--- src/rtl/cpu_run_controller.sv ---
// cpu_run_controller
// Sequences the CPU through reset hold, run, and a terminal halt or timeout.
// After system reset the core is held in reset for RESET_HOLD edges. It then
// runs while executed cycles are counted and the instruction address is watched.
// The run ends in HALTED when the PC stalls for STALL_LIMIT equal samples. It
// ends in TIMEOUT when MAX_CYCLES run cycles have elapsed. A halt wins over a
// timeout on the same edge.
// Optional feature macro: CPU_RUN_HALT_ADDR_EN. When this macro is defined,
// reaching HALT_ADDR is an extra halt condition.

module cpu_run_controller #(
    parameter int unsigned              ADDR_WIDTH  = 32,
    parameter int unsigned              RESET_HOLD  = 2,
    parameter int unsigned              STALL_LIMIT = 4,
    parameter int unsigned              MAX_CYCLES  = 1000,
    parameter logic [ADDR_WIDTH-1:0]    HALT_ADDR   = 32'hFFFF_FFFC
) (
    input  logic                    i_clock,
    input  logic                    i_resetn,
    input  logic                    i_clear,
    input  logic [ADDR_WIDTH-1:0]   i_imemAddr,
    output logic                    o_cpuResetn,
    output logic                    o_running,
    output logic                    o_done,
    output logic                    o_timeout,
    output logic [31:0]             o_cycleCount
);

    // The hold counter is kept at least one bit wide so RESET_HOLD=0 still elaborates.
    localparam int unsigned HOLD_W  = (RESET_HOLD < 1) ? 1 : $clog2(RESET_HOLD + 1);
    localparam int unsigned STALL_W = $clog2(STALL_LIMIT + 1);

`ifdef CPU_RUN_HALT_ADDR_EN
    localparam bit HALT_ADDR_EN = 1'b1;
`else
    // The constant-false gate below lets synthesis remove the address comparator.
    localparam bit HALT_ADDR_EN = 1'b0;
`endif

    typedef enum logic [1:0] {
        HOLD    = 2'd0,
        RUN     = 2'd1,
        HALTED  = 2'd2,
        TIMEOUT = 2'd3
    } run_state_t;

    run_state_t              state;
    run_state_t              state_next;

    logic [HOLD_W-1:0]       hold_cnt;
    logic [STALL_W-1:0]      stall_cnt;
    logic [ADDR_WIDTH-1:0]   last_addr;
    logic [31:0]             cycle_count;

    logic                    hold_done;
    logic                    addr_equal;
    logic                    stall_hit;
    logic                    halt_addr_hit;
    logic                    halt;
    logic                    budget_hit;

    logic                    cpu_resetn_next;
    logic                    running_next;
    logic                    done_next;
    logic                    timeout_next;

    assign hold_done     = (hold_cnt == HOLD_W'(RESET_HOLD));
    assign addr_equal    = (i_imemAddr == last_addr);
    assign stall_hit     = addr_equal && (stall_cnt == STALL_W'(STALL_LIMIT - 1));
    assign halt_addr_hit = HALT_ADDR_EN && (i_imemAddr == HALT_ADDR);
    assign halt          = stall_hit || halt_addr_hit;
    assign budget_hit    = (cycle_count == 32'(MAX_CYCLES - 1));

    assign o_cycleCount  = cycle_count;

    // State register.
    always_ff @(posedge i_clock or negedge i_resetn) begin
        if (!i_resetn) begin
            state <= HOLD;
        end else begin
            state <= state_next;
        end
    end

    // Next state and the output values it implies. A halt takes priority over a timeout.
    always_comb begin
        state_next      = state;
        cpu_resetn_next = 1'b0;
        running_next    = 1'b0;
        done_next       = 1'b0;
        timeout_next    = 1'b0;

        if (i_clear) begin
            state_next = HOLD;
        end else begin
            case (state)
                HOLD: begin
                    if (hold_done) begin
                        state_next = RUN;
                    end
                end
                RUN: begin
                    if (halt) begin
                        state_next = HALTED;
                    end else if (budget_hit) begin
                        state_next = TIMEOUT;
                    end
                end
                default: begin
                    state_next = state;
                end
            endcase
        end

        case (state_next)
            RUN: begin
                cpu_resetn_next = 1'b1;
                running_next    = 1'b1;
            end
            HALTED: begin
                cpu_resetn_next = 1'b1;
                done_next       = 1'b1;
            end
            TIMEOUT: begin
                done_next       = 1'b1;
                timeout_next    = 1'b1;
            end
            default: begin
                cpu_resetn_next = 1'b0;
            end
        endcase
    end

    // Output register: outputs follow the state they belong to on the same edge.
    always_ff @(posedge i_clock or negedge i_resetn) begin
        if (!i_resetn) begin
            o_cpuResetn <= 1'b0;
            o_running   <= 1'b0;
            o_done      <= 1'b0;
            o_timeout   <= 1'b0;
        end else begin
            o_cpuResetn <= cpu_resetn_next;
            o_running   <= running_next;
            o_done      <= done_next;
            o_timeout   <= timeout_next;
        end
    end

    // Hold, stall and cycle counters plus the address history; all frozen once terminal.
    always_ff @(posedge i_clock or negedge i_resetn) begin
        if (!i_resetn) begin
            hold_cnt    <= '0;
            stall_cnt   <= '0;
            last_addr   <= '0;
            cycle_count <= '0;
        end else if (i_clear) begin
            hold_cnt    <= '0;
            stall_cnt   <= '0;
            last_addr   <= '0;
            cycle_count <= '0;
        end else begin
            case (state)
                HOLD: begin
                    last_addr <= i_imemAddr;
                    if (!hold_done) begin
                        hold_cnt <= hold_cnt + HOLD_W'(1);
                    end
                end
                RUN: begin
                    last_addr <= i_imemAddr;
                    if (cycle_count != 32'(MAX_CYCLES)) begin
                        cycle_count <= cycle_count + 32'd1;
                    end
                    if (addr_equal) begin
                        if (stall_cnt != STALL_W'(STALL_LIMIT)) begin
                            stall_cnt <= stall_cnt + STALL_W'(1);
                        end
                    end else begin
                        stall_cnt <= '0;
                    end
                end
                default: begin
                    hold_cnt <= hold_cnt;
                end
            endcase
        end
    end

    a_timeout_is_done: assert property (
        @(posedge i_clock) disable iff (!i_resetn) o_timeout |-> o_done
    );

    a_count_bounded: assert property (
        @(posedge i_clock) disable iff (!i_resetn) o_cycleCount <= 32'(MAX_CYCLES)
    );

endmodule

--- config.mk ---
export PLATFORM = sky130hd
export DESIGN_NAME = cpu_run_controller
export DESIGN_NICKNAME = d
export VERILOG_FILES = /design/src/rtl/cpu_run_controller.sv
export SDC_FILE = /design/constraint.sdc
export NUM_CORES = 1
export LEC_CHECK = 0
export ABC_AREA = 1
export BUFFER_PORTS_ARGS = -buffer_cell sky130_fd_sc_hd__buf_2
export CAP_MARGIN = 40
export CORE_UTILIZATION = 57
export DETAILED_ROUTE_END_ITERATION = 6
export GPL_ROUTABILITY_DRIVEN = 0
export GPL_TIMING_DRIVEN = 0
export PLACE_DENSITY = 0.8
export SKIP_CTS_REPAIR_TIMING = 1
export SLEW_MARGIN = 40
export SYNTH_ARGS = -nofsm -noshare
export SYNTH_HDL_FRONTEND = slang
export SYNTH_SLANG_ARGS = --single-unit
--- constraint.sdc ---
create_clock -name i_clock -period 2 [get_ports i_clock]
set_input_delay 0.6 -clock i_clock [delete_from_list [all_inputs] [get_ports i_clock]]
set_output_delay 0.6 -clock i_clock [all_outputs]
set_load 0.005 [all_outputs]
After elaboration in Yosys (flattened, before gate mapping)

Index checks and enable logic that the tools add are counted.

Register bits after elaboration: 75
Input bits: 35
Logic and storage cells: 57
Output and inout bits: 36

$add $sub $neg: 3
Muxes and demuxes: 21
Reduce and logical (&&, ||, !) cells: 12
Equality and inequality tests: 12

Operators with widths:

| kind                    | count |
|---|---|
| $mux W32                | 5 |
| $add A32 B1 Y32 const B | 1 |
| $eq A32 B10 Y1 const B  | 1 |
| $eq A32 B32 Y1          | 1 |
| $ne A32 B10 Y1 const B  | 1 |
| $mux W2                 | 7 |
| $mux W3                 | 4 |
| $reduce_bool A2 Y1      | 4 |
| $eq A2 B2 Y1 const B    | 3 |
| $reduce_and A2 Y1       | 3 |
| $reduce_or A2 Y1        | 3 |
| $eq A2 B1 Y1 const B    | 2 |
| $mux W1                 | 4 |
| $pmux W2 S2             | 1 |
| $add A3 B1 Y3 const B   | 1 |
| $eq A3 B2 Y1 const B    | 1 |
| $ne A3 B2 Y1 const B    | 1 |
| $ne A3 B3 Y1 const B    | 1 |
| $add A2 B1 Y2 const B   | 1 |
| $logic_not A2 Y1        | 1 |
| $ne A2 B2 Y1 const B    | 1 |
| $logic_and A1 B1 Y1     | 1 |

Longest topological paths before layout

Word-level depth: 8
Depth in mapped cells: 12
Depth with buffers taken out: 12

Worst setup path after synthesis

No wires, ideal clock.

Path kind: in2reg
Start: input i_imemAddr[5]
End: register o_done
Slack: 58 ps
Path buffers: 0
Data required time: 1873 ps
Setup time: 127 ps
Arrival time: 1814 ps
Cell stages on the path: 12
Cell sequence: inv_1 -> nand2_1 -> nand2_1 -> nand3_1 -> nor2_1 -> nand2_1 -> nor2_1 -> nand4_1 -> nand2_1 -> inv_1 -> ha_1 -> or2_2

Longest elaborated chain between the ends: 8
Elaborated cells on any way between the ends: 9
Classes of those cells: eq/ne: 3; mux: 4; reduce/logical: 2

RTL lines:

| item                           | RTL line | RTL |
|---|---|---|
| from (decl)                    | 21       | `input logic [ADDR_WIDTH-1:0] i_imemAddr,` |
| $eq A32 B32 Y1 (*)             | 68       | `assign addr_equal = (i_imemAddr == last_addr);` |
| $logic_and A1 B1 Y1 (*)        | 69       | `assign stall_hit = addr_equal && (stall_cnt == STALL_W'(STALL_LIMIT - 1));` |
| $mux W2 (*)                    | 103      | `if (halt) begin` |
| $pmux W2 S2 (*)                | 96       | `case (state)` |
| $mux W2 (*)                    | 93       | `if (i_clear) begin` |
| net state_next[0]              | 48       | `run_state_t state_next;` |
| $eq A2 B2 Y1                   | 115      | `case (state_next)` |
| $reduce_or A2 Y1 (no line) (*) | -        |  |
| $mux W1 (*)                    | 115      |  |
| net done_next                  | 64       | `logic done_next;` |
| to (signal assigned)           | 144      | `o_done <= done_next;` |
| to (decl)                      | 24       | `output logic o_done,` |

Mark *: on every way through the listed nets, which the timed path passes. The rest lies on a longest branch.
A chain may end at the register's enable or synchronous reset.

Final worst setup path

Start: register last_addr[25]
End: register o_done

Longest elaborated chain between the ends: 8
Elaborated cells on any way between the ends: 9
Classes of those cells: eq/ne: 3; mux: 4; reduce/logical: 2

RTL lines:

| item                           | RTL line | RTL |
|---|---|---|
| from (decl)                    | 52       | `logic [ADDR_WIDTH-1:0] last_addr;` |
| from (signal assigned)         | 164      | `last_addr <= i_imemAddr;` |
| from (signal assigned)         | 170      | `last_addr <= i_imemAddr;` |
| $eq A32 B32 Y1 (*)             | 68       |  |
| $logic_and A1 B1 Y1 (*)        | 69       |  |
| $mux W2 (*)                    | 103      |  |
| $pmux W2 S2 (*)                | 96       |  |
| $mux W2 (*)                    | 93       |  |
| net state_next[0]              | 48       |  |
| $eq A2 B2 Y1                   | 115      |  |
| $reduce_or A2 Y1 (no line) (*) | -        |  |
| $mux W1 (*)                    | 115      |  |
| net done_next                  | 64       |  |

Marked as above.

==> summary.txt <==
Run status
  • Status: completed

Floorplanning
  • Core area: approximately 7400 um2
  • Core Rows: 31
  • Die ar.: ~8200 um2
  • Die width: 90.31 um
  • Starting Density: 0.6001
  • IO Pins: approximately 70
  • Die H: 90.31 um

Detailed routing
  • Antenna Nets Post-Route: 0
  • DRC: 0
  • Vias/cell: 5.451
  • Per-cell routed wire length: between 10 and 15 um
  • Total wire length: approximately 12000 um
  • DR iter-0 viols: 385
  • Vias: 4421
  • DR pass1 iterations: 5

Clock tree
  • CTS max path bufs: 2
  • Root buffer cell: clkbuf_8
  • CTS H-tree lvls: 3
  • Clk slew on worst S/H paths: 90 ps
  • CTS tree: yes
  • Clk Latency, worst-skew pair: 350 ps
  • CTS Buf Count: 9
  • Sink Count: 75

Global route
  • First-pass GRT wire length: 18880 um
  • Vias in the first global route: 3996
  • Gr ovfl total: 0
  • Largest net degree at the start of global routing: 42
  • GRT Total Usage: 0.2907
  • Initial antenna violation count: 0

STA
  • Min setup slack post-route: between 90 and 100 ps
  • Final hold slack: 114.8 ps
  • Setup-failing EPs final: 0
  • Crit share post-route: 0.9525
  • Hold Fails Final Rpt: 0
  • Worst Tran Pin Value: 504.4 ps
  • Min Tclk post-route: 1905 ps
  • Max Clock Freq: around 520 MHz
  • Slew headroom: 0.6637
  • Post-route setup TNS: 0 ps
  • Max Clock Skew: 8.866 ps
  • Pins over their slew limit: 0

Yosys
  • Gate Count Post-Synth: 618
  • Post-Synth Adder-Cell Area: 0.02533
  • Synth async-reset ratio: 1.000
  • Top-count cell post-synth: nand2_1
  • Synth Warn #: 0
  • Synth Flop Type: dfrtp_1
  • Synthesized area per cell: 7.193 um2
  • Post-synthesis mux area share: 0
  • Sequential element share of the synthesized area: 0.4222
  • Synth Area in XOR/XNOR: 0.04925
  • Synth cell count leaders: 184 x nand2_1, 86 x inv_1, 75 x dfrtp_1
  • Synthesized area: roughly 4400 um2
  • Post-synth top area cell: dfrtp_1
  • Synth top area cells: dfrtp_1 42%, nand2_1 16%, inv_1 7.3%
  • Largest family of logic cells by synthesized area: simple AND/OR/NAND/NOR gates
  • Post-synth EDFFs: 0
  • Syn Nets: 662
  • Synth Area in Compound Gates: 0.09935
  • Flops & latches, synth: 75
  • Synth Area in Simple Gates: 0.3113
  • Post-synth top area share: 0.4222
  • Yosys cell types: 29

Final layout
  • Layout cells sized above 1: 0.1713
  • Area growth syn-to-layout: 17.96%
  • Ant diodes: 0
  • Final Net Count: 751
  • Finished Layout Cells: around 810
  • Final instance area: ~5200 um2
  • Finished Core Util: 0.7078

Critical path
  • CP Data Arrival Time: 2150 ps
  • CP startpoint kind: flop
  • R2R Setup Slk: 90 ps
  • Req. time, crit path: about 2200 ps
  • Worst setup path category: reg -> reg
  • CP endpoint kind: flop
  • CP max FO: 3

Place
  • Dpl cell area: 4941 um2
  • Port Buf Inserts: a little under 70
  • Detailed Place HPWL: 8472 um
  • Placed cells: 787
  • Setup slack at placement: -387.2 ps

Pwr
  • P_leak: ~2.6 nW
  • Maximum VDD drop: 0.0005564 V
  • Design Power: 3.427 mW
  • Cell Pwr Density: 653.6 nW/um2

Job
  • Max Cap Viol: 0

Worst hold path
  • Worst hold path class: in -> async
routing by layer:
| layer | track usage | wire [um] | vias up |
|---|---|---|---|
| met2 | 0.4536 | 5177 | 205 |
| met1 | 0.4151 | 5138 | 2046 |
| met4 | 0.08468 | 224 | 0 |
| met3 | 0.05387 | 1062 | 29 |
| met5 | 0 | 0 | - |
| li1 | - | - | 2141 |
worst max-delay path, stage by stage, from the launching register on:
cell and delay [ps]:
dfrtp_1 380, inv_1 80, nand2_1 50, nand2_1 50, nand2_1 60, nor2_2 140, nand2_1 100, nor2_2 150
nand4_1 200, nand2_2 140, inv_2 50, ha_2 180, or2_4 230
state kept, by name (all words and copies together) (netlist names):
signal	count
o_running	1
o_timeout	1
stall_cnt	3
state	2
o_cpuResetn	1
hold_cnt	2
last_addr	32
o_done	1
o_cycleCount	32
power breakdown:
part | switching (mW) | internal, mW | total, mW
clock | 0.591 | 0.610 | 1.20
combinational | 0.344 | 0.214 | 0.558
sequential | 0.0650 | 1.60 | 1.67
total | 1.00 | 2.43 | 3.43
logic make-up (layout without fill, tap and decap cells):
group | after synthesis | count (layout)
simple gates | 332 | 332
flops | 75 | 75
buf+inv | 105 | 199
fa+ha+maj | 9 | 9
compound gates | 72 | 72
xor+xnor | 25 | 25
cell usage in the layout (no fill, tap or decap), drive strengths merged, types with 2 or more instances in the layout:
cell type	n
nand2	184
inv	89
or2	2
nand4	11
ha	9
clkinvlp	2
nor3	20
buf	85
a21o	2
xnor2	13
nor2	66
nor4	2
clkbuf	19
o22ai	20
clkinv	3
dfrtp	75
a21oi	3
o21ai	34
a22o	12
xor2	12
nand3	46
final timing paths:
path	from	end	depth (start not counted)
setup / recovery	last_addr[25]$_DFFE_PN0P_	o_done$_DFF_PN0_	12
hold / removal	i_resetn	last_addr[16]$_DFFE_PN0P_	1
setup reg to reg	last_addr[25]$_DFFE_PN0P_	o_done$_DFF_PN0_	12
hold reg to reg	hold_cnt[0]$_DFFE_PN0P_	hold_cnt[0]$_DFFE_PN0P_	1
max in group asynchronous	i_resetn	o_cycleCount[0]$_DFFE_PN0P_	2
min in group i_clock	hold_cnt[0]$_DFFE_PN0P_	hold_cnt[0]$_DFFE_PN0P_	1
cell type report:
type | instances | area, um2
plain buffers | 16 | 77.57
clock buffers | 10 | 137.6
clock inverters | 6 | 63.81
fillers | 601 | 2165
inverters | 89 | 334.1
multi-input cells | 438 | 2197
flip-flops and latches | 75 | 1878
well taps | 99 | 123.9
repair buffers | 78 | 431.7
Power figures use the tool's default switching activity.
